**config.mk**
```make
export PLATFORM = sky130hd
export DESIGN_NAME = axi_lite_reg_read_slave_flat
export DESIGN_NICKNAME = d
export VERILOG_FILES = /design/src/rtl/axi_lite_pkg.sv /design/src/rtl/axi_lite_read_address_channel.sv /design/src/rtl/sync_fifo.sv /design/src/rtl/axi_lite_reg_read_slave.sv /design/src/flat_wrapper.sv
export SDC_FILE = /design/constraint.sdc
export NUM_CORES = 1
export LEC_CHECK = 0
export BUFFER_PORTS_ARGS = -buffer_cell sky130_fd_sc_hd__buf_2
export CORE_ASPECT_RATIO = 1.5
export CORE_UTILIZATION = 55
export DETAILED_ROUTE_END_ITERATION = 7
export GPL_TIMING_DRIVEN = 0
export PLACE_DENSITY = 0.79
export SLEW_MARGIN = 30
export SYNTH_ARGS = -nofsm -noshare
export SYNTH_HDL_FRONTEND = slang
export SYNTH_SLANG_ARGS = --single-unit
export TNS_END_PERCENT = 30
```
**constraint.sdc**
```tcl
create_clock -name clock -period 4.4 [get_ports clock]
set_input_delay 0 -clock clock [delete_from_list [all_inputs] [get_ports clock]]
set_output_delay 0 -clock clock [all_outputs]
set_load 0.005 [all_outputs]
```
**src/rtl/axi_lite_pkg.sv**
```systemverilog
// Shared AXI-Lite response encoding.
package axi_lite_pkg;

  typedef logic [1:0] axi_resp_t;

  localparam axi_resp_t AXI_RESP_OKAY   = 2'b00;
  localparam axi_resp_t AXI_RESP_EXOKAY = 2'b01;
  localparam axi_resp_t AXI_RESP_SLVERR = 2'b10;
  localparam axi_resp_t AXI_RESP_DECERR = 2'b11;

endpackage

```
**src/rtl/axi_lite_read_address_channel.sv**
```systemverilog
// AXI-Lite read address (AR) channel bundle.
interface axi_lite_read_address_channel #(
  parameter int unsigned AXI_ARADDR_WIDTH = 8
);
  logic                        arvalid;
  logic                        arready;
  logic [AXI_ARADDR_WIDTH-1:0] araddr;
  logic [2:0]                  arprot;

  modport master (output arvalid, output araddr, output arprot, input arready);
  modport slave  (input arvalid, input araddr, input arprot, output arready);
endinterface

```
**src/rtl/sync_fifo.sv**
```systemverilog
// Small synchronous FIFO with registered head; DEPTH need not be a power of two.
module sync_fifo #(
  parameter int unsigned WIDTH = 8,
  parameter int unsigned DEPTH = 4
) (
  input  logic             clock,
  input  logic             reset,
  input  logic             push,
  input  logic [WIDTH-1:0] wdata,
  input  logic             pop,
  output logic [WIDTH-1:0] rdata,
  output logic             full,
  output logic             empty
);
  localparam int unsigned PTR_W = (DEPTH > 1) ? $clog2(DEPTH) : 1;
  localparam int unsigned CNT_W = $clog2(DEPTH + 1);

  logic [WIDTH-1:0] mem_q [DEPTH];
  logic [PTR_W-1:0] wr_ptr_q, wr_ptr_d;
  logic [PTR_W-1:0] rd_ptr_q, rd_ptr_d;
  logic [CNT_W-1:0] count_q, count_d;
  logic             do_push, do_pop;

  assign full    = (count_q == CNT_W'(DEPTH));
  assign empty   = (count_q == '0);
  assign do_push = push && !full;
  assign do_pop  = pop && !empty;
  assign rdata   = mem_q[rd_ptr_q];

  // Next-state pointers and occupancy; pointers wrap explicitly at DEPTH-1.
  always_comb begin
    wr_ptr_d = wr_ptr_q;
    rd_ptr_d = rd_ptr_q;
    count_d  = count_q;
    if (do_push) begin
      wr_ptr_d = (wr_ptr_q == PTR_W'(DEPTH - 1)) ? '0 : wr_ptr_q + PTR_W'(1);
    end
    if (do_pop) begin
      rd_ptr_d = (rd_ptr_q == PTR_W'(DEPTH - 1)) ? '0 : rd_ptr_q + PTR_W'(1);
    end
    if (do_push && !do_pop) begin
      count_d = count_q + CNT_W'(1);
    end else if (!do_push && do_pop) begin
      count_d = count_q - CNT_W'(1);
    end
  end

  // Pointer and occupancy state.
  always_ff @(posedge clock) begin
    if (reset) begin
      wr_ptr_q <= '0;
      rd_ptr_q <= '0;
      count_q  <= '0;
    end else begin
      wr_ptr_q <= wr_ptr_d;
      rd_ptr_q <= rd_ptr_d;
      count_q  <= count_d;
    end
  end

  // Storage; contents are don't-care while empty, so no reset is needed.
  always_ff @(posedge clock) begin
    if (do_push) begin
      mem_q[wr_ptr_q] <= wdata;
    end
  end

endmodule

```
**src/rtl/axi_lite_reg_read_slave.sv**
```systemverilog
// AXI-Lite read slave: decodes AR beats, reads a fixed-latency register port and
// returns in-order R responses through a credit-bounded response FIFO.
module axi_lite_reg_read_slave
  import axi_lite_pkg::*;
#(
  parameter int unsigned AXI_ARADDR_WIDTH = 8,
  parameter int unsigned AXI_RDATA_WIDTH  = 32,
  parameter int unsigned NUM_REGS         = 16,
  parameter int unsigned REG_READ_LATENCY = 1,
  parameter bit          PRIV_ONLY        = 1'b0
) (
  input  logic                          clock,
  input  logic                          reset,
  axi_lite_read_address_channel.slave   ar,
  output logic                          rvalid,
  input  logic                          rready,
  output logic [AXI_RDATA_WIDTH-1:0]    rdata,
  output logic [1:0]                    rresp,
  output logic                          reg_rd_en,
  output logic [AXI_ARADDR_WIDTH-3:0]   reg_rd_index,
  input  logic [AXI_RDATA_WIDTH-1:0]    reg_rd_data
);
  localparam int unsigned OUT_DEPTH = REG_READ_LATENCY + 2;
  localparam int unsigned CREDIT_W  = $clog2(OUT_DEPTH + 1);
  localparam int unsigned IDX_W     = AXI_ARADDR_WIDTH - 2;
  localparam int unsigned LAT       = REG_READ_LATENCY;
  localparam int unsigned FIFO_W    = AXI_RDATA_WIDTH + 2;

  logic [CREDIT_W-1:0]        credit_q, credit_d;
  logic                       arready;
  logic                       ar_hs, r_hs;
  logic [IDX_W-1:0]           ar_index;
  axi_resp_t                  dec_resp;
  logic [LAT-1:0]             pipe_valid_q;
  axi_resp_t                  pipe_resp_q [LAT];
  logic                       fifo_push, fifo_pop, fifo_full, fifo_empty;
  logic [AXI_RDATA_WIDTH-1:0] push_data;
  logic [FIFO_W-1:0]          fifo_wdata, fifo_rdata;
  logic                       unused_prot;

  // Only arprot[0] (privileged) matters.
  assign unused_prot = ^ar.arprot[2:1];

  // arready depends only on registered credit state.
  assign arready    = !reset && (credit_q < CREDIT_W'(OUT_DEPTH));
  assign ar.arready = arready;
  assign ar_hs      = ar.arvalid && arready;
  assign r_hs       = rvalid && rready;
  assign ar_index   = ar.araddr[AXI_ARADDR_WIDTH-1:2];

  // Decode the AR beat in priority order: SLVERR, then DECERR, then OKAY.
  always_comb begin
    dec_resp = AXI_RESP_OKAY;
    if ((PRIV_ONLY && !ar.arprot[0]) || (ar.araddr[1:0] != 2'b00)) begin
      dec_resp = AXI_RESP_SLVERR;
    end else if ({1'b0, ar_index} >= (IDX_W + 1)'(NUM_REGS)) begin
      dec_resp = AXI_RESP_DECERR;
    end
  end

  assign reg_rd_en    = ar_hs && (dec_resp == AXI_RESP_OKAY);
  assign reg_rd_index = ar_index;

  // Outstanding reads: +1 per AR handshake, -1 per R handshake.
  always_comb begin
    credit_d = credit_q;
    if (ar_hs && !r_hs) begin
      credit_d = credit_q + CREDIT_W'(1);
    end else if (!ar_hs && r_hs) begin
      credit_d = credit_q - CREDIT_W'(1);
    end
  end

  // Credit counter state.
  always_ff @(posedge clock) begin
    if (reset) begin
      credit_q <= '0;
    end else begin
      credit_q <= credit_d;
    end
  end

  // Tracking pipeline aligned with the register read latency.
  always_ff @(posedge clock) begin
    if (reset) begin
      pipe_valid_q <= '0;
      for (int unsigned i = 0; i < LAT; i++) begin
        pipe_resp_q[i] <= AXI_RESP_OKAY;
      end
    end else begin
      pipe_valid_q[0] <= ar_hs;
      pipe_resp_q[0]  <= dec_resp;
      for (int unsigned i = 1; i < LAT; i++) begin
        pipe_valid_q[i] <= pipe_valid_q[i-1];
        pipe_resp_q[i]  <= pipe_resp_q[i-1];
      end
    end
  end

  // Error responses carry zero data; register data is only meaningful for OKAY.
  always_comb begin
    push_data = '0;
    if (pipe_resp_q[LAT-1] == AXI_RESP_OKAY) begin
      push_data = reg_rd_data;
    end
  end

  assign fifo_push  = pipe_valid_q[LAT-1];
  assign fifo_wdata = {pipe_resp_q[LAT-1], push_data};
  assign fifo_pop   = r_hs;

  sync_fifo #(
    .WIDTH (FIFO_W),
    .DEPTH (OUT_DEPTH)
  ) u_resp_fifo (
    .clock (clock),
    .reset (reset),
    .push  (fifo_push),
    .wdata (fifo_wdata),
    .pop   (fifo_pop),
    .rdata (fifo_rdata),
    .full  (fifo_full),
    .empty (fifo_empty)
  );

  // Head is forced to zero while empty so idle R outputs are clean.
  assign rvalid = !fifo_empty;
  assign rresp  = rvalid ? fifo_rdata[FIFO_W-1 -: 2] : AXI_RESP_OKAY;
  assign rdata  = rvalid ? fifo_rdata[AXI_RDATA_WIDTH-1:0] : '0;

  // Credits bound occupancy, so a push into a full FIFO means broken accounting.
  assert property (@(posedge clock) disable iff (reset) !(fifo_push && fifo_full));

endmodule

```
**src/flat_wrapper.sv**
```systemverilog
// flat-port wrapper written by rule: the top's interface ports become plain ports
module axi_lite_reg_read_slave_flat import axi_lite_pkg::*;
#(
  parameter int unsigned AXI_ARADDR_WIDTH = 8,
  parameter int unsigned AXI_RDATA_WIDTH  = 32,
  parameter int unsigned NUM_REGS         = 16,
  parameter int unsigned REG_READ_LATENCY = 1,
  parameter bit          PRIV_ONLY        = 1'b0
)
  (clock, reset, rvalid, rready, rdata, rresp, reg_rd_en, reg_rd_index, reg_rd_data, ar_arvalid, ar_araddr, ar_arprot, ar_arready);
  axi_lite_read_address_channel #(.AXI_ARADDR_WIDTH(AXI_ARADDR_WIDTH)) ar_i ();
  input  logic clock;
  input  logic reset;
  output logic rvalid;
  input  logic rready;
  output logic [AXI_RDATA_WIDTH-1:0] rdata;
  output logic [1:0] rresp;
  output logic reg_rd_en;
  output logic [AXI_ARADDR_WIDTH-3:0] reg_rd_index;
  input  logic [AXI_RDATA_WIDTH-1:0] reg_rd_data;
  input wire logic [$bits(ar_i.arvalid)-1:0] ar_arvalid;
  input wire logic [$bits(ar_i.araddr)-1:0] ar_araddr;
  input wire logic [$bits(ar_i.arprot)-1:0] ar_arprot;
  output wire logic [$bits(ar_i.arready)-1:0] ar_arready;
  assign ar_i.arvalid = ar_arvalid;
  assign ar_i.araddr = ar_araddr;
  assign ar_i.arprot = ar_arprot;
  assign ar_arready = ar_i.arready;
  axi_lite_reg_read_slave #(.AXI_ARADDR_WIDTH(AXI_ARADDR_WIDTH), .AXI_RDATA_WIDTH(AXI_RDATA_WIDTH), .NUM_REGS(NUM_REGS), .REG_READ_LATENCY(REG_READ_LATENCY), .PRIV_ONLY(PRIV_ONLY)) u_core (.clock(clock), .reset(reset), .ar(ar_i), .rvalid(rvalid), .rready(rready), .rdata(rdata), .rresp(rresp), .reg_rd_en(reg_rd_en), .reg_rd_index(reg_rd_index), .reg_rd_data(reg_rd_data));
endmodule
```
Word-level counts from Yosys, hierarchy flattened --
Memories as Yosys holds them, arrays and structs flattened. A register that Yosys moved wholly into a read port is not among the register bits. Cells that the tools add are included.
Storage, ports and cells: bits in registers 9, RAM bits 104, bits of input ports 47, output and inout bits 43, memories kept 2
Operators by class: $add $sub $neg 6, magnitude comparators 2, equality and inequality tests 3, muxes and demuxes 20, reductions and logical operators 24
Memory list:
- u_core.u_resp_fifo.mem_q | words 3, width 34, read ports 1, clocked after Yosys merged registers in 1, wr ports 1, RTL line sync_fifo.sv:18 | logic [WIDTH-1:0] mem_q [DEPTH];
- u_core.pipe_resp_q | words 1, width 2, read ports 1, clocked after Yosys merged registers in 0, wr ports 1, RTL line axi_lite_reg_read_slave.sv:35 | axi_resp_t pipe_resp_q [LAT];
Operators by type and width (count):
- 32-bit two-way mux | 2
- 2-bit two-way mux | 12
- 1-bit logical AND | 10
- 2-bit by 1-bit adder with 2-bit output, second input constant | 4
- 1-bit zero test | 7
- 2-bit equality test, second input constant | 3
- 6-bit by 5-bit greater-or-equal comparator with 1-bit output, second input constant | 1
- 2-bit zero test | 3
- 1-bit two-way mux | 6
- 2-bit nonzero test | 3
- 2-bit by 1-bit subtractor with 2-bit output, second input constant | 2
- 2-bit < comparator, second input constant | 1
- 2-bit OR reduction | 1

Logic depth before layout (Yosys ltp) --
Gate-level depths: netlist of run 1.
depth after elaboration 7, mapped depth 6

By module --
A second synthesis of run 1 with hierarchy kept.
Second synthesis, totals: cell total of the unflattened synthesis 351, area total of the unflattened synthesis 4795.8 µm²
Modules (own cells, without submodules):
- sync_fifo | times used 1, cells each 249, area an instance 4096.4 µm², sequential area each 3223.1 µm²
- axi_lite_reg_read_slave | times used 1, cells each 102, area an instance 699.4 µm², sequential area each 100.1 µm²

Worst setup path before layout of run 1 --
OpenSTA, ideal clock, no wires.
path kind register to register, from register u_core.u_resp_fifo.count_q[0], to memory u_core.u_resp_fifo.mem_q[2][0] (netlist name) (enable), arrival time 3.128 ns, data required time 3.925 ns, path slack 0.797 ns, cell stages (with the launch flop) 3, buffers on the path 0, path through dfxtp_1 a21bo_2 nor3b_1
On the way: longest elaborated chain between the ends 5
Ends and longest elaborated chain:
- start: declaration | RTL line sync_fifo.sv:21 | logic [CNT_W-1:0] count_q, count_d;
- start signal: assignment | RTL line sync_fifo.sv:57 | count_q <= count_d;
- 2-bit equality test | RTL line sync_fifo.sv:24 | assign full = (count_q == CNT_W'(DEPTH));
- 1-bit zero test | RTL line sync_fifo.sv:26 | assign do_push = push && !full;
- 1-bit logical AND | RTL line sync_fifo.sv:26
- 1-bit two-way mux | RTL line sync_fifo.sv:63 | if (do_push) begin
- 1-bit two-way mux (implied by the code) | RTL line sync_fifo.sv:64 | mem_q[wr_ptr_q] <= wdata;
- end: declaration | RTL line sync_fifo.sv:18
Every way passes these cells.

Worst setup path after layout of run 1 --
from register u_core.u_resp_fifo.count_q[0], to output rdata[14]
On the way: longest elaborated chain between the ends 2
Ends and longest elaborated chain:
- 2-bit zero test | RTL line sync_fifo.sv:25 | assign empty = (count_q == '0);
- 32-bit two-way mux | RTL line axi_lite_reg_read_slave.sv:129 | assign rdata = rvalid ? fifo_rdata[AXI_RDATA_WIDTH-1:0] : '0;
- end: declaration | RTL line flat_wrapper.sv:16 | output logic [AXI_RDATA_WIDTH-1:0] rdata;
Every way passes these cells.

==> results.md, run 1 <==
* Design Power at between 0.003 and 0.004 W
* Hold WC Path Type: input port to flop
* Initial core utilization at 0.567
* Placed cells at a little over 500
* Fin nets at roughly 510
* Clock latency on the worst-skew pair at ~0.4 ns
* Hpwl dp at between 5000 and 6000 um
* CP most frequent cell: nor2_1
* Hold path cells at 3
* Die Y at 116 um
* Cts repair resizes at 0
* R2R depth at 5
* Req. time, crit path at about 4.4 ns
* Number of vias per cell at a little over 5
* CTS tree: yes
* Buffers & Inverters on Critical Path at 2
* GRT Util Overall at 0.221
* WHS Endpoint: u_core.credit_q[0]$_SDFFE_PP0P_
* FF-to-FF Start: u_core.u_resp_fifo.count_q[0]$_SDFFE_PP0P_
* Fin. max-slew vios at 0
* Crit Path Category: flop to primary output
* WP data arrival at ~2.0 ns
* Filler-free cell count of the finished design at 580
* Seq/Total Area, Yosys at 0.696
* Routed wire length at between 9000 and 10,000 um
* Period utilization at 0.449
* CTS Buf Count at 17
* Synth Register Bits at roughly 120
* Layout cell share with drive strength beyond 1 at 0.366
* Antenna diodes at 0
* Drt first pass iters at 4
* Crit. End Element: primary output
* Skew final at 0.00474 ns
* Worst-Margin Slew at around 0.59 ns
* First-pass GRT wire length at 14,300 um
* CP Cell Sequence: nor2_1 > clkbuf_1 > nor2_1 > buf_2
* Largest net degree at the start of global routing at 22
* Crit Path Max Fanout at 10
* Max-Cap Viols at 0
* # setup viols final at 0
* # DRC at 0
* CP max stage delay at approximately 0.48 ns
* Worst R2R End: u_core.u_resp_fifo.mem_q[2][23]$_DFFE_PP_
* Critical Path Start Type: flop
* Post-synth ARST share at 0
* H-Tree Depth at 4
* Power per cell area at roughly 520 nW/um^2
* Area grow syn2layout at 33.0%
* Detailed router's first-iteration violation count at 95
* Library cells used by synthesis at 26
* Slew margin rel. at 0.608
* Synthesized area at 4770 um^2
* Dominant synthesized flop cell: edfxtp_1
* Vias at approximately 2,900
* RSZ-0062 raised after global routing: false
* Ys Warns at 0
* Fmax at roughly 510 MHz
* VDD IR max at 0.400 mV
* Critical path's top delay family: buffers and inverters
* # port buffers at between 80 and 90
* Antenna violation net count after detailed routing at 0
* Clk Tree Root Cell: clkbuf_16
* Fin crit period at 1.98 ns
* Avg Synthesized Cell Area at ~15 um^2
* Syn_nets at between 300 and 400
* CP max-delay cell: nor2_1
* Routed WL per cell at 15.7 um
* Num rows at 41
* Antenna violations before repair at 0
* Status: complete, no violations
* # IOs at 90
* Hold path startpoint: reset
* Post-synth EDFFs at between 100 and 150
* P_leak at between 2 and 2.5 nW
* Clock sinks at about 120
* Clock transition at path regs at approximately 0.050 ns
* Vias in the first global route at approximately 3,000
* Hold Fails Final Rpt at 0
* Clk buf depth at 2
* Reg2Reg Setup Slack at 2.43 ns
* Die Width at just under 80 um
* Post-Syn Instances at approximately 310
* Core Footprint at approximately 8400 um^2
* Global placement routability congestion at 0.715
* Die area at ~9000 um^2
* GRT Residual Overflow at 0
[logic make-up after synthesis]
group           Yosys count  share of synthesized area
simple gates             88                     0.0944
buf+inv                  25                     0.0309
xor+xnor                  4                    0.00734
fa+ha+maj                 2                    0.00524
flops                   115                      0.696
compound gates           11                     0.0142
mux                      68                      0.152
[power breakdown]
group          leakage (nW)  internal (W)  switching [W]
Clock                 0.271      0.000787       0.000428
Sequential             1.05       0.00127      0.0000363
Combinational          1.13      0.000378       0.000400
[per-layer routing]
metal,track usage,vias to the layer above,share of wire
met5,0,-,0
met4,0.0926,0,0.014
met3,0.0638,11,0.038
met2,0.416,77,0.57
met1,0.226,1411,0.38
li1,-,1434,-
[cell usage after synthesis, drive strengths merged (2+ instances only)]
master  instances  area share
nor4            2      0.0026
edfxtp        102        0.64
mux2           34       0.080
or3             4      0.0063
o21ai           3      0.0039
nand2           4      0.0031
and2           34       0.045
ha              2      0.0052
buf            16       0.024
dfxtp          13       0.055
clkbuf          5      0.0039
nor2           40       0.031
inv             4      0.0031
mux2i          34       0.071
a21oi           7      0.0081
xor2            4      0.0073
[through the flow]
stage	utilization	cell area, um^2	setup WS (ns)	setup TNS, ns	hold slack, ns
finish	0.754	6350	2.42	0	0.104
CTS	0.754	6350	2.38	0	0.0957
floorplan	-	4770	0.797	0	0.0420
global placement	0.632	5320	-0.856	-29.04	0.167
detailed placement	0.644	5420	2.40	0	0.166
global route	0.754	6350	2.25	0	0.146
[cell type report]
class	count	area (um^2)
well taps	107	134
multi-input cells	173	1310
inverters	4	15.0
fillers	560	2070
clock inverters	5	25.0
clock buffers	27	513
repair buffers	128	897
plain buffers	21	133
flip-flops and latches	115	3320
[layout by cell type (no fill, tap or decap), drive strengths merged, types with 5 or more instances in the layout]
master	instances
clkbuf	32
clkinv	5
a21oi	7
and2	34
edfxtp	102
mux2i	34
dlygate4sd3	39
dfxtp	13
mux2	34
nor2	40
buf	105
[how the worst max path moves through the flow]
stage / start / endpoint / cells past startpoint
2_1_floorplan: u_core.u_resp_fifo.count_q[0]$_SDFFE_PP0P_ / u_core.u_resp_fifo.mem_q[2][0]$_DFFE_PP_ / 2
6_report: u_core.u_resp_fifo.count_q[0]$_SDFFE_PP0P_ / rdata[14] / 4
4_1_cts: u_core.u_resp_fifo.count_q[0]$_SDFFE_PP0P_ / u_core.u_resp_fifo.mem_q[2][23]$_DFFE_PP_ / 5
3_3_place_gp: u_core.u_resp_fifo.count_q[0]$_SDFFE_PP0P_ / u_core.u_resp_fifo.mem_q[2][23]$_DFFE_PP_ / 2
3_5_place_dp: u_core.u_resp_fifo.count_q[0]$_SDFFE_PP0P_ / u_core.u_resp_fifo.mem_q[2][23]$_DFFE_PP_ / 5
5_1_grt: u_core.u_resp_fifo.count_q[0]$_SDFFE_PP0P_ / rdata[20] / 4
[state kept, by name, indices dropped and copies added, names as in the netlist, named ones only]
| name | cells |
|---|---|
| u_core.u_resp_fifo.mem_q | 102 |
| u_core.u_resp_fifo.rd_ptr_q | 2 |
| u_core.u_resp_fifo.count_q | 2 |
| u_core.pipe_resp_q | 2 |
| u_core.fifo_push | 1 |
| u_core.credit_q | 2 |
| u_core.u_resp_fifo.wr_ptr_q | 2 |
[worst min-delay path, cell delays in order]
cell and delay (ns):
buf_2 0.10, clkbuf_1 0.22, nor2_1 0.14
[what timing repair did]
item	4_1_cts	5_1_grt
hold buffers	39	0
hold endpoints to repair	103	0
setup buffers	0	0
(Power assumes the default switching activity.)
==> run 2: changes to the inputs <==
Settings changed: ABC_AREA set to 1, CORE_UTILIZATION 55 to 56, PLACE_DENSITY 0.79 to 0.8.
Clock period 4.4 ns to 1.9 ns, I/O delays scaled along.
==> run 2 against run 1 <==
Against the previous run:
- final area rose by 5.5%
- cell count increased by 34%
- total power is 130% higher
- first-iteration DRC count grew to 3.1 times the previous value
- die area is 4.7% higher
- non-clock buffer count grew 1
==> results.md, run 2 <==
* Period utilization at 0.925
* Global placement routability congestion at roughly 0.71
* Ys Warns at 0
* Fin crit period at around 1.8 ns
* Vias in the first global route at around 3,800
* Die area at approximately 9500 um^2
* Synthesized area at around 5000 um^2
* Routed WL per cell at 14.7 um
* Status: complete, no violations
* WP data arrival at 1.87 ns
* Routed wire length at around 11,000 um
* CTS Buf Count at 17
* Initial core utilization at 0.577
* Commonest non-fill, non-tap cell in the layout: inv_1
* Area fraction of the dominant cell type after synthesis at 0.601
* Core Footprint at roughly 9000 um^2
* Biggest register: u_core.u_resp_fifo.mem_q
* First-pass GRT wire length at ~17,000 um
* # port buffers at between 80 and 90
* Sw Pwr at 0.00203 W
* Clk Tree Root Cell: clkbuf_16
* Max-Cap Viols at 0
* Clk buf depth at 2
* Flop pwr share at 0.398
* Crit Path Category: flop to flop
* Req. time, crit path at ~2.0 ns
* Util after Layout at 0.758
* Crit. End Element: flop
* # DRC at 0
* CTS tree: yes
* Num rows at 42
* Hold Fails Final Rpt at 0
* Layout fillers at 563
* Sequential Area at about 3300 um^2
* Antenna violation net count after detailed routing at 0
* Die Width at 79.9 um
* Synth Register Bits at 115
* Syn_nets at around 560
* RSZ-0062 raised after global routing: false
* Avg Synthesized Cell Area at just under 10 um^2
* Clk pwr share at 0.386
* Most common cell in the netlist: inv_1
* Yosys top cell by area: edfxtp_1
* Fmax at 569 MHz
* Hpwl dp at about 6800 um
* Slew margin rel. at 0.636
* H-Tree Depth at 4
* Post-synth ARST share at 0
* Post-Syn Instances at between 500 and 600
* Multi-input gate area at ~1000 um^2
* Critical Path Start Type: flop
* Worst-Margin Slew at 0.547 ns
* Skew final at between 0.008 and 0.009 ns
* GRT Util Overall at 0.258
* P_leak at roughly 3.2 nW
* Library cells used by synthesis at 21
* Gate power share at 0.216
* Seq/Total Area, Yosys at 0.652
* Largest net degree at the start of global routing at 21
* Synth top cells by count: inv_1 (152), edfxtp_1 (102), o21ai_1 (55), nand2_1 (48), nor2_1 (47)
* # IOs at 90
* Max FFs per register at between 100 and 150
* Vias at 3,896
* Fin. max-slew vios at 0
* Power per cell area at 1120 nW/um^2
* Sw frac at 0.272
* Layout cell share with drive strength beyond 1 at 0.209
* Antenna diodes at 0
* Clock sinks at between 100 and 150
* Hold WC Path Type: input port to flop
* Clock transition at path regs at 0.05 ns
* Internal cell power at 0.00545 W
* Post-synth EDFFs at between 100 and 150
* VDD IR max at between 1 and 1.5 mV
* Drt first pass iters at 7
* Detailed router's first-iteration violation count at between 200 and 300
* Clock latency on the worst-skew pair at 0.41 ns
* Antenna violations before repair at 0
* Most frequent cells in the layout: inv_1 (152), edfxtp_1 (102), buf_2 (88)
* GRT Residual Overflow at 0
* Number of vias per cell at between 4 and 5
* Dominant synthesized flop cell: edfxtp_1
* Die Y at ~120 um
* # setup viols final at 0
* Synth top area cells: edfxtp_1 (60%), inv_1 (11%), o21ai_1 (5.4%), dfxtp_1 (5.1%), a21oi_1 (3.8%)
* Fin nets at just over 700
* Area grow syn2layout at 31.4%
* Crit Path Max Fanout at 20
* Design Power at between 0.007 and 0.008 W
-- run 2: cell types whose count changed after synthesis, sizes merged, moves of 4 or more --
cell,change
xor2,-4
buf,+5
inv,+149
or3,-4
nor2,+8
a21oi,+32
mux2i,-34
and2,-34
nand2,+44
o21ai,+70
mux2,-34
-- run 2: path summary, 6_finish.rpt --
check / from / endpoint / slack, ns / cells after the start
max reg2reg: u_core.u_resp_fifo.count_q[1]$_SDFFE_PP0P_ / u_core.u_resp_fifo.mem_q[1][15]$_DFFE_PP_ / 0.14 / 6
min: reg_rd_data[1] / u_core.u_resp_fifo.mem_q[0][1]$_DFFE_PP_ / 0.004 / 3
min reg2reg: u_core.pipe_resp_q[0][0]$_SDFF_PP0_ / u_core.u_resp_fifo.mem_q[0][32]$_DFFE_PP_ / 0.49 / 0
max: u_core.u_resp_fifo.count_q[1]$_SDFFE_PP0P_ / u_core.u_resp_fifo.mem_q[1][15]$_DFFE_PP_ / 0.14 / 6
-- run 2: timing repair --
item	in CTS	in global routing
hold buffers	36	0
setup buffers	1	1
resized for setup	1	0
hold endpoints to repair	96	0
pin swaps	1	1
endpoints found under the setup margin	20	20
-- run 2: power by group through the flow --
stage          registers [W]  logic, W  clock network, W
2_1_floorplan        0.00300  0.000952                 0
3_3_place_gp         0.00301   0.00143                 0
3_5_place_dp         0.00302   0.00151                 0
4_1_cts              0.00297   0.00160           0.00289
5_1_grt              0.00298   0.00178           0.00303
6_report             0.00297   0.00162           0.00289
-- run 2: final cells by class --
| class | count | area share |
|---|---|---|
| Multi-Input combinational cell | 220 | 0.155 |
| Timing Repair Buffer | 123 | 0.133 |
| Clock buffer | 25 | 0.0725 |
| Inverter | 153 | 0.0858 |
| Buffer | 27 | 0.0277 |
| Sequential cell | 115 | 0.497 |
| Clock inverter | 7 | 0.00860 |
| Tap cell | 110 | 0.0206 |
-- run 2: cell families (layout without fill, tap and decap cells) --
group	count (synthesis)	in the layout	synth area share
and+or+nand+nor	106	106	0.0835
AOI/OAI and AO/OA	112	112	0.110
buffers and inverters	180	335	0.149
DFF	115	115	0.652
adders and majority gates	2	2	0.00491
-- run 2: through the flow --
stage / worst slack, ns / TNS (ns) / instance area [um^2] / instances / hold WS, ns
floorplan: -0.134 / -9.43 / 5100 / 515 / 0.0311
detailed placement: 0.0198 / 0 / 5750 / 710 / 0.165
global placement: -0.745 / -71.32 / 5650 / 707 / 0.166
global route: 0.0118 / 0 / 6690 / 780 / 0.0109
finish: 0.142 / 0 / 6690 / 780 / 0.00395
CTS: 0.0512 / 0 / 6670 / 779 / 0.00605
-- run 2: layer usage --
metal | track usage | wire length, um | up-vias
met5 | 0 | 0 | -
met2 | 0.470 | 6370 | 157
met3 | 0.0595 | 584 | 32
met4 | 0.152 | 380 | 0
met1 | 0.257 | 4090 | 1799
li1 | - | - | 1908
-- run 2: worst max-delay path, cell delays in order (launching register included) --
cell and delay [ns]:
dfxtp_1 0.36, nand2_1 0.09, nand2_1 0.11, inv_1 0.10, nand2_1 0.10, nor2_4 0.44, buf_16 0.24
==> run 3: changes to the inputs <==
Settings changed: CORE_UTILIZATION 56 to 43, CTS_BUF_LIST set to sky130_fd_sc_hd__clkbuf_8 sky130_fd_sc_hd__clkbuf_16, PLACE_DENSITY 0.8 to not set.
==> run 3 against run 2 <==
Against the previous run:
- combinational power about the same
- worst setup slack better by 0.025 ns
- non-clock buffer count rose by 1
- final area rose by 0.69%
- hold slack improved by 0.0010 ns
- via count decreased by 3.2%
- utilization shrank 17 points
==> results.md, run 3 (synthesized netlist as in run 2, its figures left out) <==
* Design Power at approximately 0.0074 W
* Global placement routability congestion at roughly 0.74
* P_leak at between 3 and 4 nW
* Vias in the first global route at between 3,000 and 4,000
* Num rows at 48
* Worst-Margin Slew at between 0.5 and 0.6 ns
* WP data arrival at 1.83 ns
* GRT Util Overall at 0.196
* Clock latency on the worst-skew pair at about 0.40 ns
* Die Width at slightly above 90 um
* CTS Buf Count at 17
* Antenna violations before repair at 0
* # DRC at 0
* Commonest non-fill, non-tap cell in the layout: inv_1
* Placed cells at 750
* Sw frac at 0.271
* Slew margin rel. at 0.613
* First-pass GRT wire length at 18,000 um
* Critical Path Start Type: flop
* Clk buf depth at 2
* Max-Cap Viols at 0
* Clk pwr share at 0.380
* Hold WC Path Type: input port to flop
* Initial core utilization at 0.442
* Largest net degree at the start of global routing at 21
* RSZ-0062 raised after global routing: false
* H-Tree Depth at 4
* Crit. End Element: flop
* Power per cell area at 1090 nW/um^2
* Internal cell power at around 0.0054 W
* Skew final at approximately 0.0054 ns
* Layout cell share with drive strength beyond 1 at 0.209
* Number of vias per cell at 4.59
* Crit Path Category: flop to flop
* Clock transition at path regs at approximately 0.050 ns
* Area grow syn2layout at 32.3%
* Fin. max-slew vios at 0
* GRT Residual Overflow at 0
* Vias at roughly 3,800
* Max FFs per register at about 100
* # IOs at 90
* Routed wire length at about 11,000 um
* Hold Fails Final Rpt at 0
* Crit Path Max Fanout at 20
* Core Footprint at between 10,000 and 15,000 um^2
* Biggest register: u_core.u_resp_fifo.mem_q
* Cts repair resizes at 0
* Routed WL per cell at 13.5 um
* CTS tree: yes
* Hpwl dp at between 7000 and 8000 um
* Period utilization at 0.912
* # port buffers at 82
* Clock sinks at around 120
* Most frequent cells in the layout: inv_1 (158), edfxtp_1 (102), buf_2 (88)
* # setup viols final at 0
* Gate power share at 0.217
* Status: complete, no violations
* Antenna violation net count after detailed routing at 0
* VDD IR max at 0.801 mV
* Flop pwr share at 0.403
* Die Y at about 140 um
* Die area at 12,300 um^2
* Fin crit period at between 1.5 and 2 ns
* Sw Pwr at about 0.002 W
* Drt first pass iters at 4
* Detailed router's first-iteration violation count at ~240
* Fin nets at around 710
* Antenna diodes at 0
* Fmax at 577 MHz
* Req. time, crit path at around 2 ns
* Filler-free cell count of the finished design at roughly 820
* Clk Tree Root Cell: clkbuf_16
[run 3: critical path, cell delays in order, from the launching register on]
cell,delay [ns]
dfxtp_1,0.35
nand2_1,0.09
nand2_1,0.08
inv_1,0.08
nand2_1,0.10
nor2_4,0.47
buf_16,0.24
[run 3: routing by layer]
layer | vias up | GRT usage | routed length (um)
met3 | 22 | 0.0516 | 458
li1 | 1903 | - | -
met4 | 0 | 0.0811 | 232
met1 | 1743 | 0.203 | 4240
met5 | - | 0 | 0
met2 | 104 | 0.370 | 6140
[run 3: layout make-up]
cell class | instances | area [um^2]
Fill cell | 1041 | 4790
Sequential cell | 115 | 3320
Multi-Input combinational cell | 220 | 1030
Timing Repair Buffer | 124 | 901
Inverter | 153 | 574
Clock buffer | 19 | 453
Tap cell | 150 | 188
Buffer | 27 | 185
Clock inverter | 13 | 81.3
[run 3: timing repair]
action,in CTS,in global routing
pin swaps,1,1
endpoints found under the setup margin,18,20
hold buffers,36,0
endpoints found under the hold margin,96,0
setup buffers,2,1
[run 3: final timing paths]
check	slack, ns	cells past startpoint	endpoint	startpoint
max reg2reg	0.17	6	u_core.u_resp_fifo.mem_q[1][3]$_DFFE_PP_	u_core.u_resp_fifo.count_q[0]$_SDFFE_PP0P_
min reg2reg	0.47	0	u_core.u_resp_fifo.mem_q[1][33]$_DFFE_PP_	u_core.pipe_resp_q[0][1]$_SDFF_PP0_
min	0.005	3	u_core.u_resp_fifo.mem_q[2][3]$_DFFE_PP_	reg_rd_data[3]
max	0.17	6	u_core.u_resp_fifo.mem_q[1][3]$_DFFE_PP_	u_core.u_resp_fifo.count_q[0]$_SDFFE_PP0P_
[run 3: power groups by stage]
stage / Sequential, W / Combinational (W) / Clock [W]
floorplan: 0.00300 / 0.000952 / 0
global placement: 0.00301 / 0.00148 / 0
detailed placement: 0.00302 / 0.00155 / 0
CTS: 0.00297 / 0.00161 / 0.00285
global route: 0.00298 / 0.00181 / 0.00296
finish: 0.00297 / 0.00160 / 0.00280
[run 3: stage by stage]
| step | hold slack [ns] | worst slack, ns | utilization | cell area (um^2) | TNS (ns) |
|---|---|---|---|---|---|
| floorplan | 0.0311 | -0.134 | - | 5100 | -9.43 |
| global placement | 0.167 | -0.868 | 0.494 | 5700 | -84.04 |
| detailed placement | 0.167 | -0.0391 | 0.503 | 5800 | -0.672 |
| CTS | 0.00200 | 0.0379 | 0.583 | 6720 | 0 |
| global route | 0.0223 | 0.0417 | 0.584 | 6740 | 0 |
| finish | 0.00497 | 0.167 | 0.584 | 6740 | 0 |
